===== src/rtl/input_conditioner_bank_pkg.sv =====
// Constants shared by the input conditioner bank, the shift-register midpoint and the board top.
// Channel indices name the physical inputs; the defaults size the bank.
package input_conditioner_bank_pkg;

    localparam int CH_BTN0 = 0;
    localparam int CH_SW0  = 1;
    localparam int CH_SW1  = 2;

    localparam int DEFAULT_CHANNELS = 3;
    localparam int DEFAULT_WAITTIME = 3;

endpackage


===== src/rtl/input_conditioner_channel.sv =====
// One input channel: two-flop synchronizer, debounce counter and registered edge pulses.
// A new level is accepted after WAITTIME consecutive synced cycles that disagree with it.
module input_conditioner_channel
    import input_conditioner_bank_pkg::*;
#(
    parameter int WAITTIME = DEFAULT_WAITTIME
) (
    input  logic clk,
    input  logic reset,
    input  logic noisysignal,
    output logic conditioned,
    output logic positiveedge,
    output logic negativeedge
);

    localparam int CW = $clog2(WAITTIME + 1);
    localparam logic [CW-1:0] LAST = CW'(WAITTIME - 1);

    logic          sync_p0;
    logic          sync_p1;
    logic [CW-1:0] counter_p2;

    always_ff @(posedge clk or posedge reset) begin
        if (reset) begin
            sync_p0      <= 1'b0;
            sync_p1      <= 1'b0;
            counter_p2   <= '0;
            conditioned  <= 1'b0;
            positiveedge <= 1'b0;
            negativeedge <= 1'b0;
        end else begin
            // synchronizer stages
            sync_p0      <= noisysignal;
            sync_p1      <= sync_p0;
            // debounce stage: any agreeing sample restarts the count
            positiveedge <= 1'b0;
            negativeedge <= 1'b0;
            if (sync_p1 == conditioned) begin
                counter_p2 <= '0;
            end else if (counter_p2 == LAST) begin
                conditioned  <= sync_p1;
                counter_p2   <= '0;
                positiveedge <= sync_p1;
                negativeedge <= ~sync_p1;
            end else begin
                counter_p2 <= counter_p2 + CW'(1);
            end
        end
    end

endmodule


===== src/rtl/input_conditioner_bank.sv =====
// Bank of independent input conditioners, one per raw board input.
// Bit order follows the channel index constants in input_conditioner_bank_pkg.
module input_conditioner_bank
    import input_conditioner_bank_pkg::*;
#(
    parameter int CHANNELS = DEFAULT_CHANNELS,
    parameter int WAITTIME = DEFAULT_WAITTIME
) (
    input  logic                clk,
    input  logic                reset,
    input  logic [CHANNELS-1:0] noisysignal,
    output logic [CHANNELS-1:0] conditioned,
    output logic [CHANNELS-1:0] positiveedge,
    output logic [CHANNELS-1:0] negativeedge
);

    for (genvar ch = 0; ch < CHANNELS; ch++) begin : g_chan
        input_conditioner_channel #(
            .WAITTIME (WAITTIME)
        ) u_chan (
            .clk          (clk),
            .reset        (reset),
            .noisysignal  (noisysignal[ch]),
            .conditioned  (conditioned[ch]),
            .positiveedge (positiveedge[ch]),
            .negativeedge (negativeedge[ch])
        );
    end

endmodule


===== config.mk =====
export PLATFORM = sky130hd
export DESIGN_NAME = input_conditioner_bank
export DESIGN_NICKNAME = d
export VERILOG_FILES = /design/src/rtl/input_conditioner_bank_pkg.sv /design/src/rtl/input_conditioner_channel.sv /design/src/rtl/input_conditioner_bank.sv
export SDC_FILE = /design/constraint.sdc
export NUM_CORES = 1
export LEC_CHECK = 0
export ABC_CLOCK_PERIOD_IN_PS = 900
export CAP_MARGIN = 20
export CORE_MARGIN = 4
export CORE_UTILIZATION = 40
export CTS_CLUSTER_DIAMETER = 60
export CTS_CLUSTER_SIZE = 16
export DETAILED_ROUTE_END_ITERATION = 10
export GPL_TIMING_DRIVEN = 0
export HOLD_SLACK_MARGIN = 0.05
export PLACE_DENSITY = 0.79
export RECOVER_POWER = 25
export SETUP_SLACK_MARGIN = 0.2
export SYNTH_ARGS = -nofsm -noshare
export SYNTH_HDL_FRONTEND = slang
export SYNTH_HIERARCHICAL = 1
export SYNTH_SLANG_ARGS = --single-unit

===== constraint.sdc =====
create_clock -name clk -period 0.9 [get_ports clk]
set_input_delay 0.225 -clock clk [delete_from_list [all_inputs] [get_ports clk]]
set_output_delay 0.225 -clock clk [all_outputs]
set_load 0.005 [all_outputs]

==> run metrics, run 1 <==
Post-Syn Instances 45; worst setup path endpoint conditioned[0]; hold_ws 358.2 ps; failing checks negative setup slack; Setup Crit Path Kind flop to output pin; starting DRC count in detailed routing 0; global-route wire length before repair 2111 um; placed inst area 893.4 um2; Setup Viol. Count Final 16; final hold violations 0; nets 79; WL/cell 13.23 um; DRC Markers 0; ys async rst share 100.0%; most frequent cell after synthesis dfrtp_1; CP max stage cell dfrtp_1; Reg clk slew, reported paths 100 ps; WP depth 1; register area share after synthesis 71.79%; initial antenna violation count 0; pins over their slew limit 0; CTS H-tree lvls 1; Sw Ratio 29.31%; CP Launch Point g_chan[0].u_chan/conditioned; ranking of synthesized cells by area dfrtp_1, nor3b_1, mux2_4; syn_area_per_cell 16.27 um2; CP max stage delay 410 ps; via count 446; Slew headroom 81.64%; Routed WL 1297 um; startpoint types flop; CTS tree built; clock sinks 21; Clk network pwr share 13.8%; RSZ-0062 raised after global routing yes; count of input and output buffers 13; P_int 2.196 mW; Net Sw Power 910.5 uW; maximum fanout along the worst path 2; f_max 0.9374 GHz; Main synth FF type dfrtp_1; DR pass1 iterations 1; worst r2r src g_chan[2].u_chan/counter_p2[0]; reg2reg end g_chan[2].u_chan/conditioned; combinational power share 42.8%; FP Rows 15; worst path required time 670 ps; worst hold path type primary input to asynchronous set/reset pin; Final Skew 2.568 ps; Commonest cells post-synth dfrtp_1, nor3b_1; fin crit period 1067 ps; Max rail drop VDD 1.683 mV; antenna-violating nets left 0; core area 1727 um2; worst slew pin tran 275.1 ps; vias in the first global route 465; I/O pin cnt 14; Die Wd 50.78 um; flops & latches, synth 21; Post-synth EDFFs 0; sequential share of power 43.4%; Core Util, Final 61.81%; worst-path cell chain buf_2; reg2reg setup slack -80 ps; GR Util All Layers 11.45%; Die H 50.78 um; Final period util 118.5%; Yosys Warn Count 6; CTS root buf clkbuf_4; CP bufs+invs 1; P&R area growth vs syn 45.81%; # diodes 0; Post-Synthesis Cell Area 732.0 um2; dominant cell type by area after synthesis dfrtp_1; clock tree buffer depth 2; Synth cell types 7; Critical Path AT 840 ps; Overflow after GRT 0; Yosys top cell area share 71.79%; layout cells sized above 1 60.27%; Fill cells 150; Leak 0.5098 nW; Die ar. 2578 um2; status finished with violations; delay-heaviest family, CP flip-flops; Reg2Reg Depth 2; CTS Buf Count 3; routed vias/inst 4.551; Post-Layout Inst Area 1067 um2; syn_nets 50; max-cap viol count 0; final worst setup slack -166.8 ps; Initial Util 42.39%; crit end category output pin; largest net degree at the start of global routing 12; GPL Wtd Cong 0.7412; clk_lat worst skew 290 ps; PD cells 2911 nW/um2
-- state kept, by name (all words and copies together), names as in the netlist --
| signal | count |
|---|---|
| g_chan.u_chan/sync_p0 | 3 |
| g_chan.u_chan/positiveedge | 3 |
| g_chan.u_chan/conditioned | 3 |
| g_chan.u_chan/negativeedge | 3 |
| g_chan.u_chan/counter_p2 | 6 |
| g_chan.u_chan/sync_p1 | 3 |
-- layer usage --
metal	GRT usage [%]	routed length [um]
met1	12.14	482
met2	18.70	696
met3	5.935	101
met4	5.381	17
met5	0	0
-- repair_timing --
action	CTS	global route
setup buffers	6	5
gates cloned	0	0
gates resized for setup	43	15
hold buffers	0	0
setup endpoints to repair	24	24
pin swaps	1	2
-- power groups by stage --
stage	clock (mW)	combinational (mW)	sequential, mW
5_1_grt	0.492	1.43	1.37
6_report	0.428	1.33	1.35
2_1_floorplan	0	0.455	1.38
4_1_cts	0.450	0.968	1.32
3_5_place_dp	0	0.735	1.41
3_3_place_gp	0	0.708	1.39
-- cell type report --
class                      instances  area (um2)  area share [%]
clock buffer                       4       26.28           2.462
inverter                           3       11.26           1.055
multi-input combinational         21       282.8           26.49
sequential                        21       529.3           49.59
tap                               25       31.28           2.931
timing repair buffer              24       186.4           17.47
-- per-stage QoR --
stage               cells  power, mW  worst slack (ps)  TNS [ps]
floorplan              45      1.834            -11.79    -35.36
global placement       83      2.099            -253.8     -1511
detailed placement     83      2.149            -280.7     -1649
CTS                    93      2.741            -172.8     -1629
global route           98      3.287            -209.4     -2211
finish                 98      3.107            -166.8     -1448
-- worst min-delay path by stage --
stage,startpoint,to,cells past startpoint
6_report,reset,g_chan[0].u_chan/positiveedge,2
3_3_place_gp,g_chan[0].u_chan/sync_p0,g_chan[0].u_chan/sync_p1,0
3_5_place_dp,g_chan[0].u_chan/sync_p0,g_chan[0].u_chan/sync_p1,0
4_1_cts,reset,g_chan[0].u_chan/conditioned,2
2_1_floorplan,reset,g_chan[0].u_chan/conditioned,1
5_1_grt,reset,g_chan[1].u_chan/positiveedge,2
-- placed cells by master, fill, tap and decap left out, drive strengths merged --
cell type    netlist  final
buf                0     20
nor3               3      3
clkbuf             0      4
mux2               3      3
xnor2              3      3
inv                3      3
dlygate4sd3        0      4
dfrtp             21     21
nor3b              9      9
nand2b             3      3
-- cell families (layout without fill, tap and decap cells) --
kind of cell | after synthesis | in the layout | share of synthesized area, %
muxes | 3 | 3 | 6.153
xor gates and xnor gates | 3 | 3 | 3.590
buffers and inverters | 3 | 31 | 1.538
DFF | 21 | 21 | 71.79
and+or+nand+nor | 15 | 15 | 16.92
Power figures use the tool's default switching activity.
==> run 2: changes to the inputs <==
--- a/config.mk
+++ b/config.mk
@@ -8,13 +8,12 @@
 export ABC_CLOCK_PERIOD_IN_PS = 900
 export CAP_MARGIN = 20
 export CORE_MARGIN = 4
-export CORE_UTILIZATION = 40
+export CORE_UTILIZATION = 25
 export CTS_CLUSTER_DIAMETER = 60
 export CTS_CLUSTER_SIZE = 16
 export DETAILED_ROUTE_END_ITERATION = 10
 export GPL_TIMING_DRIVEN = 0
-export HOLD_SLACK_MARGIN = 0.05
-export PLACE_DENSITY = 0.79
+export PLACE_DENSITY = 0.58
 export RECOVER_POWER = 25
 export SETUP_SLACK_MARGIN = 0.2
 export SYNTH_ARGS = -nofsm -noshare
==> run metrics, run 2 (same netlist as run 1, synthesis figures left out) <==
status finished with violations; failing checks negative setup slack; max-cap viol count 0; Fill cells 268; Sw Ratio 29.67%; Critical Path AT 840 ps; Final Skew 3.644 ps; final hold violations 0; combinational power share 46.3%; core area 2781 um2; Slew headroom 81.97%; PD cells 2962 nW/um2; placed inst area 900.9 um2; # diodes 0; Setup Viol. Count Final 21; GPL Wtd Cong 0.5716; FP Rows 19; CTS tree built; DR pass1 iterations 2; most frequent cells in the layout dfrtp_1, buf_2, nor3b_2, buf_4, buf_6; Largest Register g_chan.u_chan/counter_p2; Die ar. 3858 um2; vias in the first global route 515; Die H 62.11 um; Setup Crit Path Kind flop to output pin; global-route wire length before repair 2228 um; placed insts 89; pins over their slew limit 0; hold buffers post-CTS 0; sequential share of power 40.6%; post-DP HPWL 765.6 um; CTS root buf clkbuf_4; RSZ-0062 raised after global routing yes; I/O pin cnt 14; clock tree buffer depth 2; clk_lat worst skew 290 ps; CP max stage cell dfrtp_1; setup TNS -2222 ps; P&R area growth vs syn 52.65%; maximum fanout along the worst path 2; Overflow after GRT 0; antenna-violating nets left 0; Final period util 118.6%; count of input and output buffers 13; worst path required time 670 ps; CTS H-tree lvls 1; delay-heaviest family, CP flip-flops; Pwr Total 3.310 mW; Reg2Reg Depth 4; non-filler cells in the finished layout 106; fin crit period 1067 ps; CP bufs+invs 1; worst slew pin tran 270.2 ps; commonest non-fill, non-tap cell in the layout dfrtp_1; WP depth 1; Routed WL 1346 um; Clk network pwr share 13.1%; initial antenna violation count 0; Initial Util 26.32%; Post-Layout Inst Area 1117 um2; worst-path cell chain buf_2; f_max 0.9369 GHz; nets 81; CTS Buf Count 3; Reg clk slew, reported paths 110 ps; Net Sw Power 982.1 uW; routed vias/inst 4.245; CP max stage delay 420 ps; worst hold path type primary input to asynchronous set/reset pin; startpoint types flop; clock sinks 21; via count 450; Die Wd 62.11 um; P_int 2.328 mW; Core Util, Final 40.17%; final worst setup slack -167.3 ps; GR Util All Layers 7.395%; starting DRC count in detailed routing 2; Max rail drop VDD 1.424 mV; largest net degree at the start of global routing 13; Leak 0.5349 nW; layout cells sized above 1 64.00%; DRC Markers 0; max FFs per register 6; crit end category output pin; WL/cell 12.70 um
run 2: worst paths after layout:
check	end	slack (ps)	startpoint
setup / recovery	conditioned[2]	-170	g_chan[2].u_chan/conditioned
hold / removal	g_chan[0].u_chan/sync_p1	350	reset
setup reg to reg	g_chan[2].u_chan/counter_p2[1]	-130	g_chan[2].u_chan/conditioned
hold reg to reg	g_chan[2].u_chan/sync_p1	360	g_chan[2].u_chan/sync_p0
max in group asynchronous	g_chan[1].u_chan/counter_p2[1]	320	reset
min in group clk	g_chan[2].u_chan/sync_p1	360	g_chan[2].u_chan/sync_p0
run 2: metrics by stage:
| step | hold WS [ps] | worst slack (ps) |
|---|---|---|
| after floorplan | 28.40 | -11.79 |
| after global placement | 332.3 | -253.2 |
| after detailed placement | 337.2 | -269.4 |
| after CTS | 220.6 | -169.5 |
| after global routing | 345.4 | -203.6 |
| final | 348.2 | -167.3 |
run 2: power groups by stage:
| stage | Sequential (mW) | Clock (mW) | Combinational, mW |
|---|---|---|---|
| floorplan | 1.38 | 0 | 0.455 |
| global placement | 1.39 | 0 | 0.711 |
| detailed placement | 1.41 | 0 | 0.728 |
| CTS | 1.32 | 0.453 | 1.14 |
| global route | 1.37 | 0.498 | 1.64 |
| finish | 1.34 | 0.434 | 1.53 |
run 2: timing repair:
| action | CTS | global route |
|---|---|---|
| resized for setup | 46 | 15 |
| buffers inserted | 10 | 3 |
| hold endpoints to repair | 0 | 0 |
| gates cloned | 0 | 0 |
| setup endpoints to repair | 24 | 24 |
| pin swaps | 2 | 5 |
run 2: area by class of cell:
class | instances | area (um2) | area share (%)
Clock buffer | 3 | 22.52 | 2.016
Clock inverter | 1 | 5.005 | 0.4479
Inverter | 3 | 11.26 | 1.008
Multi-Input combinational cell | 21 | 306.5 | 27.44
Sequential cell | 21 | 528.0 | 47.26
Tap cell | 31 | 38.79 | 3.471
Timing Repair Buffer | 26 | 205.2 | 18.37
run 2: layer usage:
layer	track usage (%)	up-vias	share of wire, %
met4	5.691	0	1.2
met5	0	-	0
met1	7.250	233	37
met3	2.162	2	4.5
li1	-	208	-
met2	12.82	7	57
==> run 3: changes to the inputs <==
--- a/config.mk
+++ b/config.mk
@@ -7,13 +7,14 @@
 export LEC_CHECK = 0
 export ABC_CLOCK_PERIOD_IN_PS = 900
 export CAP_MARGIN = 20
+export CORE_ASPECT_RATIO = 0.7
 export CORE_MARGIN = 4
-export CORE_UTILIZATION = 25
+export CORE_UTILIZATION = 33
 export CTS_CLUSTER_DIAMETER = 60
 export CTS_CLUSTER_SIZE = 16
 export DETAILED_ROUTE_END_ITERATION = 10
 export GPL_TIMING_DRIVEN = 0
-export PLACE_DENSITY = 0.58
+export PLACE_DENSITY = 0.69
 export RECOVER_POWER = 25
 export SETUP_SLACK_MARGIN = 0.2
 export SYNTH_ARGS = -nofsm -noshare
==> run metrics, run 3 (same netlist as run 1, synthesis figures left out) <==
# diodes 0; most frequent cells in the layout dfrtp_1, nor3b_2, buf_4, buf_2; CTS tree built; max FFs per register 6; Final period util 116.8%; hold buffers post-CTS 0; status finished with violations; P&R area growth vs syn 51.97%; Leak 0.5318 nW; startpoint types flop; sequential share of power 41.1%; GR Util All Layers 9.290%; DRC Markers 0; f_max 0.9516 GHz; pins over their slew limit 0; fin crit period 1051 ps; Reg2Reg Depth 3; vias in the first global route 434; CP bufs+invs 1; failing checks negative setup slack; Core Util, Final 56.05%; WL/cell 12.75 um; CP max stage delay 400 ps; Final Skew 4.036 ps; post-DP HPWL 764.1 um; CTS Buf Count 3; core area 1984 um2; worst slew pin tran 279.8 ps; global-route wire length before repair 2001 um; reg2reg setup slack -100 ps; layout cells sized above 1 64.00%; antenna-violating nets left 0; final worst setup slack -150.9 ps; CTS H-tree lvls 1; worst r2r src g_chan[0].u_chan/conditioned; final hold violations 0; Routed WL 1339 um; Setup Viol. Count Final 17; maximum fanout along the worst path 2; reg2reg end g_chan[0].u_chan/conditioned; clk_lat worst skew 300 ps; largest net degree at the start of global routing 12; Die Wd 64.29 um; Die H 47.41 um; CP max stage cell dfrtp_1; FP Rows 13; RSZ-0062 raised after global routing yes; Overflow after GRT 0; Initial Util 36.89%; max-cap viol count 0; PD cells 2916 nW/um2; placed insts 88; Place WS -256.4 ps; placed inst area 899.6 um2; routed vias/inst 4.248; CTS root buf clkbuf_4; worst-path cell chain buf_2; clock sinks 21; worst hold path type primary input to asynchronous set/reset pin; Die ar. 3048 um2; Reg clk slew, reported paths 110 ps; Post-Layout Inst Area 1112 um2; Slew headroom 81.34%; Sw Ratio 30.12%; non-filler cells in the finished layout 105; crit end category output pin; P_int 2.266 mW; DR pass1 iterations 4; Largest Register g_chan.u_chan/counter_p2; Max rail drop VDD 1.277 mV; initial antenna violation count 0; combinational power share 45.3%; I/O pin cnt 14; clock tree buffer depth 2; starting DRC count in detailed routing 7; GPL Wtd Cong 0.6642; Net Sw Power 976.8 uW; worst path required time 670 ps; Clk network pwr share 13.6%; via count 446; Setup Crit Path Kind flop to output pin; Critical Path AT 830 ps; nets 81; delay-heaviest family, CP flip-flops; commonest non-fill, non-tap cell in the layout dfrtp_1; count of input and output buffers 13
-- run 3: changes by cell type in the layout (fill, tap and decap cells not counted), sizes merged --
cell / before / now
clkinv: 1 / 0
clkbuf: 3 / 4
-- run 3: worst max path at each step --
stage	startpoint	cells after the start	to	slack, ps
after CTS	g_chan[1].u_chan/conditioned	1	conditioned[1]	-160
final	g_chan[1].u_chan/conditioned	1	conditioned[1]	-150
after global routing	g_chan[0].u_chan/conditioned	4	g_chan[0].u_chan/counter_p2[1]	-200
after detailed placement	g_chan[1].u_chan/conditioned	1	conditioned[1]	-260
after floorplan	g_chan[0].u_chan/counter_p2[0]	2	g_chan[0].u_chan/conditioned	-10
after global placement	g_chan[1].u_chan/conditioned	1	conditioned[1]	-250
-- run 3: what timing repair did --
item	CTS	global route
resized for setup	46	14
buffers inserted	6	7
setup endpoints to repair	24	24
pin swaps	3	4
-- run 3: cell type report --
class	count	area, um2
Clock buffer	4	26.28
Fill cell	167	872.1
Inverter	3	11.26
Multi-Input combinational cell	21	311.5
Sequential cell	21	528.0
Tap cell	30	37.54
Timing Repair Buffer	26	197.7
-- run 3: power by group through the flow --
stage	Sequential [mW]	Clock [mW]	Combinational, mW
global placement	1.39	0	0.715
global route	1.37	0.488	1.56
CTS	1.32	0.448	1.01
floorplan	1.38	0	0.455
detailed placement	1.40	0	0.736
finish	1.33	0.442	1.47
-- run 3: layer usage --
layer | wire length [um] | track usage, % | share of wire [%] | vias to the layer above
met5 | 0 | 0 | 0 | -
li1 | - | - | - | 210
met1 | 534 | 9.925 | 40 | 221
met2 | 690 | 15.57 | 52 | 13
met3 | 101 | 5.502 | 7.5 | 2
met4 | 12 | 3.782 | 0.90 | 0
-- run 3: worst reg2reg max path, cell delays in order (launching register included) --
cell and delay, ps:
dfrtp_1 390, buf_4 130, buf_6 120, mux2_4 250
-- run 3: through the flow --
| step | hold WS, ps | total power, mW | TNS [ps] |
|---|---|---|---|
| floorplan | 28.40 | 1.834 | -35.36 |
| global placement | 332.2 | 2.101 | -1510 |
| detailed placement | 342.8 | 2.140 | -1590 |
| CTS | 206.5 | 2.779 | -1497 |
| global route | 350.9 | 3.418 | -2459 |
| finish | 326.4 | 3.243 | -1614 |
